`config.mk`:
```
export PLATFORM = sky130hd
export DESIGN_NAME = fpnew_result_reorder
export DESIGN_NICKNAME = d
export VERILOG_FILES = /design/src/rtl/fpnew_result_reorder.sv
export SDC_FILE = /design/constraint.sdc
export NUM_CORES = 1
export LEC_CHECK = 0
export CORE_MARGIN = 2
export CORE_UTILIZATION = 60
export CTS_BUF_LIST = sky130_fd_sc_hd__clkbuf_4
export DETAILED_ROUTE_END_ITERATION = 8
export GPL_ROUTABILITY_DRIVEN = 0
export HOLD_SLACK_MARGIN = 0.12
export PLACE_DENSITY = 0.85
export SYNTH_ARGS = -nofsm -noshare
export SYNTH_HDL_FRONTEND = slang
export SYNTH_SLANG_ARGS = --single-unit
```
`constraint.sdc`:
```
create_clock -name clk_i -period 13.6 [get_ports clk_i]
set_input_delay 2.72 -clock clk_i [delete_from_list [all_inputs] [get_ports clk_i]]
set_output_delay 2.72 -clock clk_i [all_outputs]
set_load 0.02 [all_outputs]
```
`src/rtl/fpnew_result_reorder.sv`:
```
// rtl/fpnew_result_reorder.sv - in-order retirement buffer for out-of-order opgroup results
module fpnew_result_reorder #(
   parameter int  Width    = 32,
   parameter int  Depth    = 4,
   parameter int  TagWidth = 4,
   localparam int IdWidth  = $clog2(Depth),
   localparam int CntWidth = $clog2(Depth + 1)
) (
   input  logic                clk_i,
   input  logic                rst_i,
   input  logic                flush_i,
   input  logic                alloc_valid_i,
   output logic                alloc_ready_o,
   input  logic [TagWidth-1:0] alloc_tag_i,
   output logic [IdWidth-1:0]  alloc_id_o,
   input  logic                res_valid_i,
   output logic                res_ready_o,
   input  logic [IdWidth-1:0]  res_id_i,
   input  logic [Width-1:0]    res_result_i,
   input  logic [4:0]          res_status_i,
   input  logic                res_ext_bit_i,
   output logic                out_valid_o,
   input  logic                out_ready_i,
   output logic [Width-1:0]    out_result_o,
   output logic [4:0]          out_status_o,
   output logic                out_ext_bit_o,
   output logic [TagWidth-1:0] out_tag_o,
   output logic [CntWidth-1:0] count_o,
   output logic                busy_o,
   output logic                err_o
);

   logic [Width-1:0]    result_q [Depth];
   logic [4:0]          status_q [Depth];
   logic                ext_q    [Depth];
   logic [TagWidth-1:0] tag_q    [Depth];
   logic [Depth-1:0]    alloc_q;
   logic [Depth-1:0]    done_q;
   logic [IdWidth-1:0]  head_q;
   logic [IdWidth-1:0]  tail_q;
   logic [CntWidth-1:0] count_q;
   logic                err_q;

   logic alloc_fire;
   logic out_fire;
   logic res_accept;
   logic res_illegal;

   // Allocation is decided from the current count only: a full buffer never
   // accepts, even if the head retires in the same cycle.
   assign alloc_ready_o = (count_q < CntWidth'(Depth));
   assign alloc_id_o    = tail_q;
   assign alloc_fire    = alloc_valid_i & alloc_ready_o;

   // A slot allocated this cycle is not yet marked, so a result for it is illegal.
   assign res_ready_o = 1'b1;
   assign res_accept  = res_valid_i & alloc_q[res_id_i] & ~done_q[res_id_i];
   assign res_illegal = res_valid_i & ~res_accept;

   // Outputs come from registered storage only, so capture-to-out is at least one cycle.
   assign out_valid_o   = alloc_q[head_q] & done_q[head_q];
   assign out_result_o  = result_q[head_q];
   assign out_status_o  = status_q[head_q];
   assign out_ext_bit_o = ext_q[head_q];
   assign out_tag_o     = tag_q[head_q];
   assign out_fire      = out_valid_o & out_ready_i;

   assign count_o = count_q;
   assign busy_o  = (count_q != '0);
   assign err_o   = err_q;

   // Slot state, pointers, occupancy and the error pulse; reset beats flush beats handshakes.
   always_ff @(posedge clk_i) begin
      if (rst_i) begin
         for (int i = 0; i < Depth; i++) begin
            result_q[i] <= '0;
            status_q[i] <= '0;
            ext_q[i]    <= 1'b0;
            tag_q[i]    <= '0;
         end
         alloc_q <= '0;
         done_q  <= '0;
         head_q  <= '0;
         tail_q  <= '0;
         count_q <= '0;
         err_q   <= 1'b0;
      end else if (flush_i) begin
         alloc_q <= '0;
         done_q  <= '0;
         head_q  <= '0;
         tail_q  <= '0;
         count_q <= '0;
         err_q   <= 1'b0;
      end else begin
         err_q <= res_illegal;
         // Capture, retire and allocate always touch distinct slots.
         if (res_accept) begin
            result_q[res_id_i] <= res_result_i;
            status_q[res_id_i] <= res_status_i;
            ext_q[res_id_i]    <= res_ext_bit_i;
            done_q[res_id_i]   <= 1'b1;
         end
         if (out_fire) begin
            alloc_q[head_q] <= 1'b0;
            done_q[head_q]  <= 1'b0;
            head_q          <= head_q + IdWidth'(1);
         end
         if (alloc_fire) begin
            alloc_q[tail_q] <= 1'b1;
            done_q[tail_q]  <= 1'b0;
            tag_q[tail_q]   <= alloc_tag_i;
            tail_q          <= tail_q + IdWidth'(1);
         end
         case ({alloc_fire, out_fire})
            2'b10:   count_q <= count_q + CntWidth'(1);
            2'b01:   count_q <= count_q - CntWidth'(1);
            default: count_q <= count_q;
         endcase
      end
   end

endmodule

```
After elaboration in Yosys (flattened, before gate mapping)
Memories as Yosys holds them, arrays and structs flattened. A register that Yosys moved wholly into a read port is not among the register bits. Index checks and enable logic that the tools add are counted.

Add/subtract/negate cells: 4. Bitwise operators: 15. $lt $le $gt $ge: 7. Muxes and demuxes: 56. Reduce and logical (&&, ||, !) cells: 10. Equal/unequal tests: 2.

Operators with widths (number): $mux W4 (12); $mux W32 (1); $reduce_or A32 Y1 (1); $mux W2 (12); $mux W1 (22); $and A4 B4 Y4 (3); $lt A2 B3 Y1 const B (3); $bmux W1 S2 (4); $not A4 Y4 (2); $or A4 B4 Y4 (2); $and A1 B1 Y1 (6); $demux W1 S2 (3); $ge A2 B1 Y1 const B (3); $pmux W3 S2 (1); $mux W5 (1); $reduce_or A5 Y1 (1); $add A2 B1 Y2 const B (2); $reduce_or A4 Y1 (1); $add A3 B1 Y3 const B (1); $logic_and A1 B1 Y1 (3); $lt A3 B3 Y1 const B (1); $reduce_bool A3 Y1 (1); $sub A3 B1 Y3 const B (1); $eq A2 B1 Y1 const B (1); 5 further kinds (6).

Input port bits: 50. Bits in registers: 16. Bits in writable memories: 168. Output and inout bits: 52. Word-level logic and storage cells: 104. Memories kept: 4.

Memory list: result_q (depth 4, bits a word 32, rd ports 1, clocked after Yosys merged registers in 1, wr ports 4, line 33) `logic [Width-1:0] result_q [Depth];`; status_q (depth 4, bits a word 5, rd ports 1, clocked after Yosys merged registers in 1, wr ports 4, line 34) `logic [4:0] status_q [Depth];`; tag_q (depth 4, bits a word 4, rd ports 1, clocked after Yosys merged registers in 1, wr ports 4, line 36) `logic [TagWidth-1:0] tag_q [Depth];`; ext_q (depth 4, bits a word 1, rd ports 1, clocked after Yosys merged registers in 1, wr ports 4, line 35) `logic ext_q [Depth];`.

Depth between registers and ports, before layout
Depth in word-level cells: 14. Mapped depth: 9. Mapped depth without buffers: 9.

Least setup slack after synthesis
Ideal clock, no wire load.

Kind: input -> register. From: input res_id_i[0]. To: memory ext_q[0], enable pin. Data required time: 13114 ps. Stages: 3. Slack: 7064 ps. Library setup time: 486 ps. Buffers on the path: 1. Arrival: 6050 ps. Path through: buf_6 -> or4b_4 -> o21ai_0.

RTL lines: start: declaration (line 18) `input logic [IdWidth-1:0] res_id_i,`; end: declaration (line 35).

==> reports/results.ini <==
[layout]
fin_area_sq_mm=0.00977
syn_to_final_growth_pct=17.5
nets=690
fill_cells=873
drive_gt1_frac=0.170
post-route-util=0.712

[cts]
clock_latency_ns=0.57
cts_sinks=186
clk_pin_slew_ns=0.13
ctsResizeCount=0
ctsLongestPathBuffers=2
cts_root_buf=clkbuf_4
postCtsSetupRepairBufs=0
postCtsHoldBufs=0
cts.htree.levels=4
numCtsBuffers=17
cts_tree=built

[pwr]
cellPowerDensity_mw_per_mm2=106
power_frac_comb=0.067
switching_share=0.207
p_leak_nw=3.50
vdd_drop_max_mv=0.0475
switchingPower_mw=0.214
pwr-share-clk=0.310
internal_power_mw=0.823
p_seq_frac=0.622

[logic_synthesis]
ys.flop_type=edfxtp_1
synth_cells=538
yosys-top-cells-area=edfxtp_1, mux4_2, and2_1
synth_top_cell_by_area=edfxtp_1
synth_top_cell_area_share=0.606
syn-mean-instance-area_sq_um=15.5
synth.distinct_cells=44
ys_ff_latch=186
synth_warnings=0
synth_seq_area_share=0.650
synthArstFlopShare=0
syn_area_sq_mm=0.00832
syn_nets=598
synth_edf_count=168

[route]
totalWireLength_mm=16.2
first_iter_violations=424
antenna_left=0
vias=4715
drtPass1Iterations=5
drc=0
via_per_inst=5.72
wl_per_cell_microns=19.7

[grt]
grt_pass1_wl_mm=25.4
track_usage=0.235
grt_max_degree=43
grt_pass1_vias=4947
antenna_found_initial=1
overflow=0

[worst_setup_path]
cp-start-kind=register
required_ns=10.88
critPathKind=reg2out
r2r_setup_slack_ns=10.72
path_max_fanout=42
critPathArrivalTime_ns=2.74
r2r_start=head_q[1]$_SDFFE_PP0N_
crit_path_top_delay_cell=dfxtp_2
ff2ff_path_depth=9
cp-end-kind=primary output
rr_endpoint=count_o[2]$_SDFFE_PP0P_
max_stage_delay_ns=1.10
cp_cell_sequence=mux4_2 -> clkdlybuf4s50_1

[timing]
tightestPinTransition_ns=1.12
layout_min_cycle_time_ns=5.46
slew_headroom=0.252
max_freq_mhz=183
final-setup-viol-count=0
fin_crit_sh=0.401
finalSetupTns_ns=0
fin_skew_ns=0.0170
rsz0062_at_grt=no
hold_viol_final=0
report.final.slew_viol_count=0

[place]
hpwl_mm=9.97
placed_area_sq_mm=0.00946
port_buffers=100

[run]
maxCapViolations=0

[die]
rows=43
num_io_pins=102
coreArea_sq_mm=0.0137
dieWidth_microns=122
dieArea_sq_mm=0.0148
fp.dieH_microns=122
start_util=0.607

[outcome]
status=complete, no violations

[hold_path]
hold_depth=2
hp-start=alloc_q[2]$_SDFF_PP0_
hold_class=reg2reg
worstHoldEndpoint=alloc_q[2]$_SDFF_PP0_

-- state kept, by name, indices dropped and copies added (netlist names), named ones only --
| register | cells |
|---|---|
| ext_q | 4 |
| tag_q | 16 |
| result_q | 128 |
| head_q | 2 |
| status_q | 20 |
| alloc_q | 4 |
| alloc_id_o | 2 |
| done_q | 4 |
| err_o | 1 |
| count_o | 3 |
-- placed cells by master (no fill, tap or decap), types with 8 or more instances in the layout --
cell,count
clkbuf_4,21
o21ai_0,8
inv_1,14
ha_1,9
nor2_1,9
a21oi_1,11
and2_2,15
mux4_2,44
edfxtp_1,168
dfxtp_1,16
clkdlybuf4s50_1,100
and2_1,150
nand2_1,15
-- worst max-delay path, delay by kind of cell, from the launching register on --
family   cells  cell delay [ns]
flops        1             1.10
buf+inv      1             0.66
mux          1             0.39
-- cell usage after synthesis, types with 5 or more instances --
cell type  count
edfxtp_1     168
and2_1       150
mux4_2        44
dfxtp_1       18
clkbuf_1      17
and2_2        15
nand2_1       15
inv_1         14
a21oi_1       11
ha_1           9
nor2_1         9
o21ai_0        9
clkbuf_2       5
or2_2          5
-- power groups by stage --
stage	Sequential, mW	Clock, mW	Combinational (mW)
after CTS	0.646	0.326	0.0703
after detailed placement	0.659	0	0.0699
final	0.646	0.322	0.0699
after global placement	0.657	0	0.0679
after global routing	0.647	0.347	0.0747
after floorplan	0.657	0	0.0311
-- how the worst max path moves through the flow --
| stage | end | slack [ns] | cells after the start |
|---|---|---|---|
| 6_report | out_result_o[0] | 8.14 | 2 |
| 5_1_grt | out_result_o[0] | 7.95 | 2 |
| 4_1_cts | out_result_o[0] | 8.07 | 2 |
| 3_5_place_dp | result_q[1][17]$_SDFFCE_PN0P_ | 7.62 | 5 |
| 3_3_place_gp | result_q[1][17]$_SDFFCE_PN0P_ | 7.71 | 5 |
| 2_1_floorplan | ext_q[0]$_SDFFCE_PN0P_ | 7.06 | 3 |
-- routing by layer --
metal  GRT usage  vias up  share of wire
li1            -     2148              -
met1       0.288     2373           0.38
met2       0.402      175           0.54
met3      0.0576       19          0.063
met4      0.0948        0          0.017
met5           0        -              0
-- cell type report --
| cell class | instances | area (sq um) | area share |
|---|---|---|---|
| Clock inverter | 11 | 151 | 0.0155 |
| Multi-Input combinational cell | 306 | 2740 | 0.280 |
| Inverter | 14 | 52.6 | 0.00538 |
| Antenna cell | 1 | 2.50 | 0.000256 |
| Sequential cell | 186 | 5410 | 0.554 |
| Tap cell | 180 | 225 | 0.0230 |
| Clock buffer | 21 | 158 | 0.0161 |
| Timing Repair Buffer | 105 | 1040 | 0.106 |
-- logic make-up (layout without fill, tap and decap cells) --
logic type               Yosys count  after routing  share of synthesized area
buffers and inverters             46            151                     0.0262
XOR/XNOR                           3              3                    0.00316
adder cells (fa/ha/maj)           10             10                     0.0159
AO/OA/AOI/OAI                     29             29                     0.0214
other                              1              2                   0.000451
flip-flops                       186            186                      0.650
AND/OR/NAND/NOR                  218            218                      0.163
multiplexers                      45             45                      0.120
-- per-stage QoR --
stage / worst slack [ns] / total power, mW / hold WS (ns) / cells
finish: 8.14 / 1.04 / 0.540 / 824
global route: 7.95 / 1.07 / 0.571 / 824
CTS: 8.07 / 1.04 / 0.542 / 823
detailed placement: 7.62 / 0.729 / 0.523 / 791
global placement: 7.71 / 0.725 / 0.501 / 791
floorplan: 7.06 / 0.689 / 0.475 / 538
Note: power is estimated with default switching activity, not from simulation.
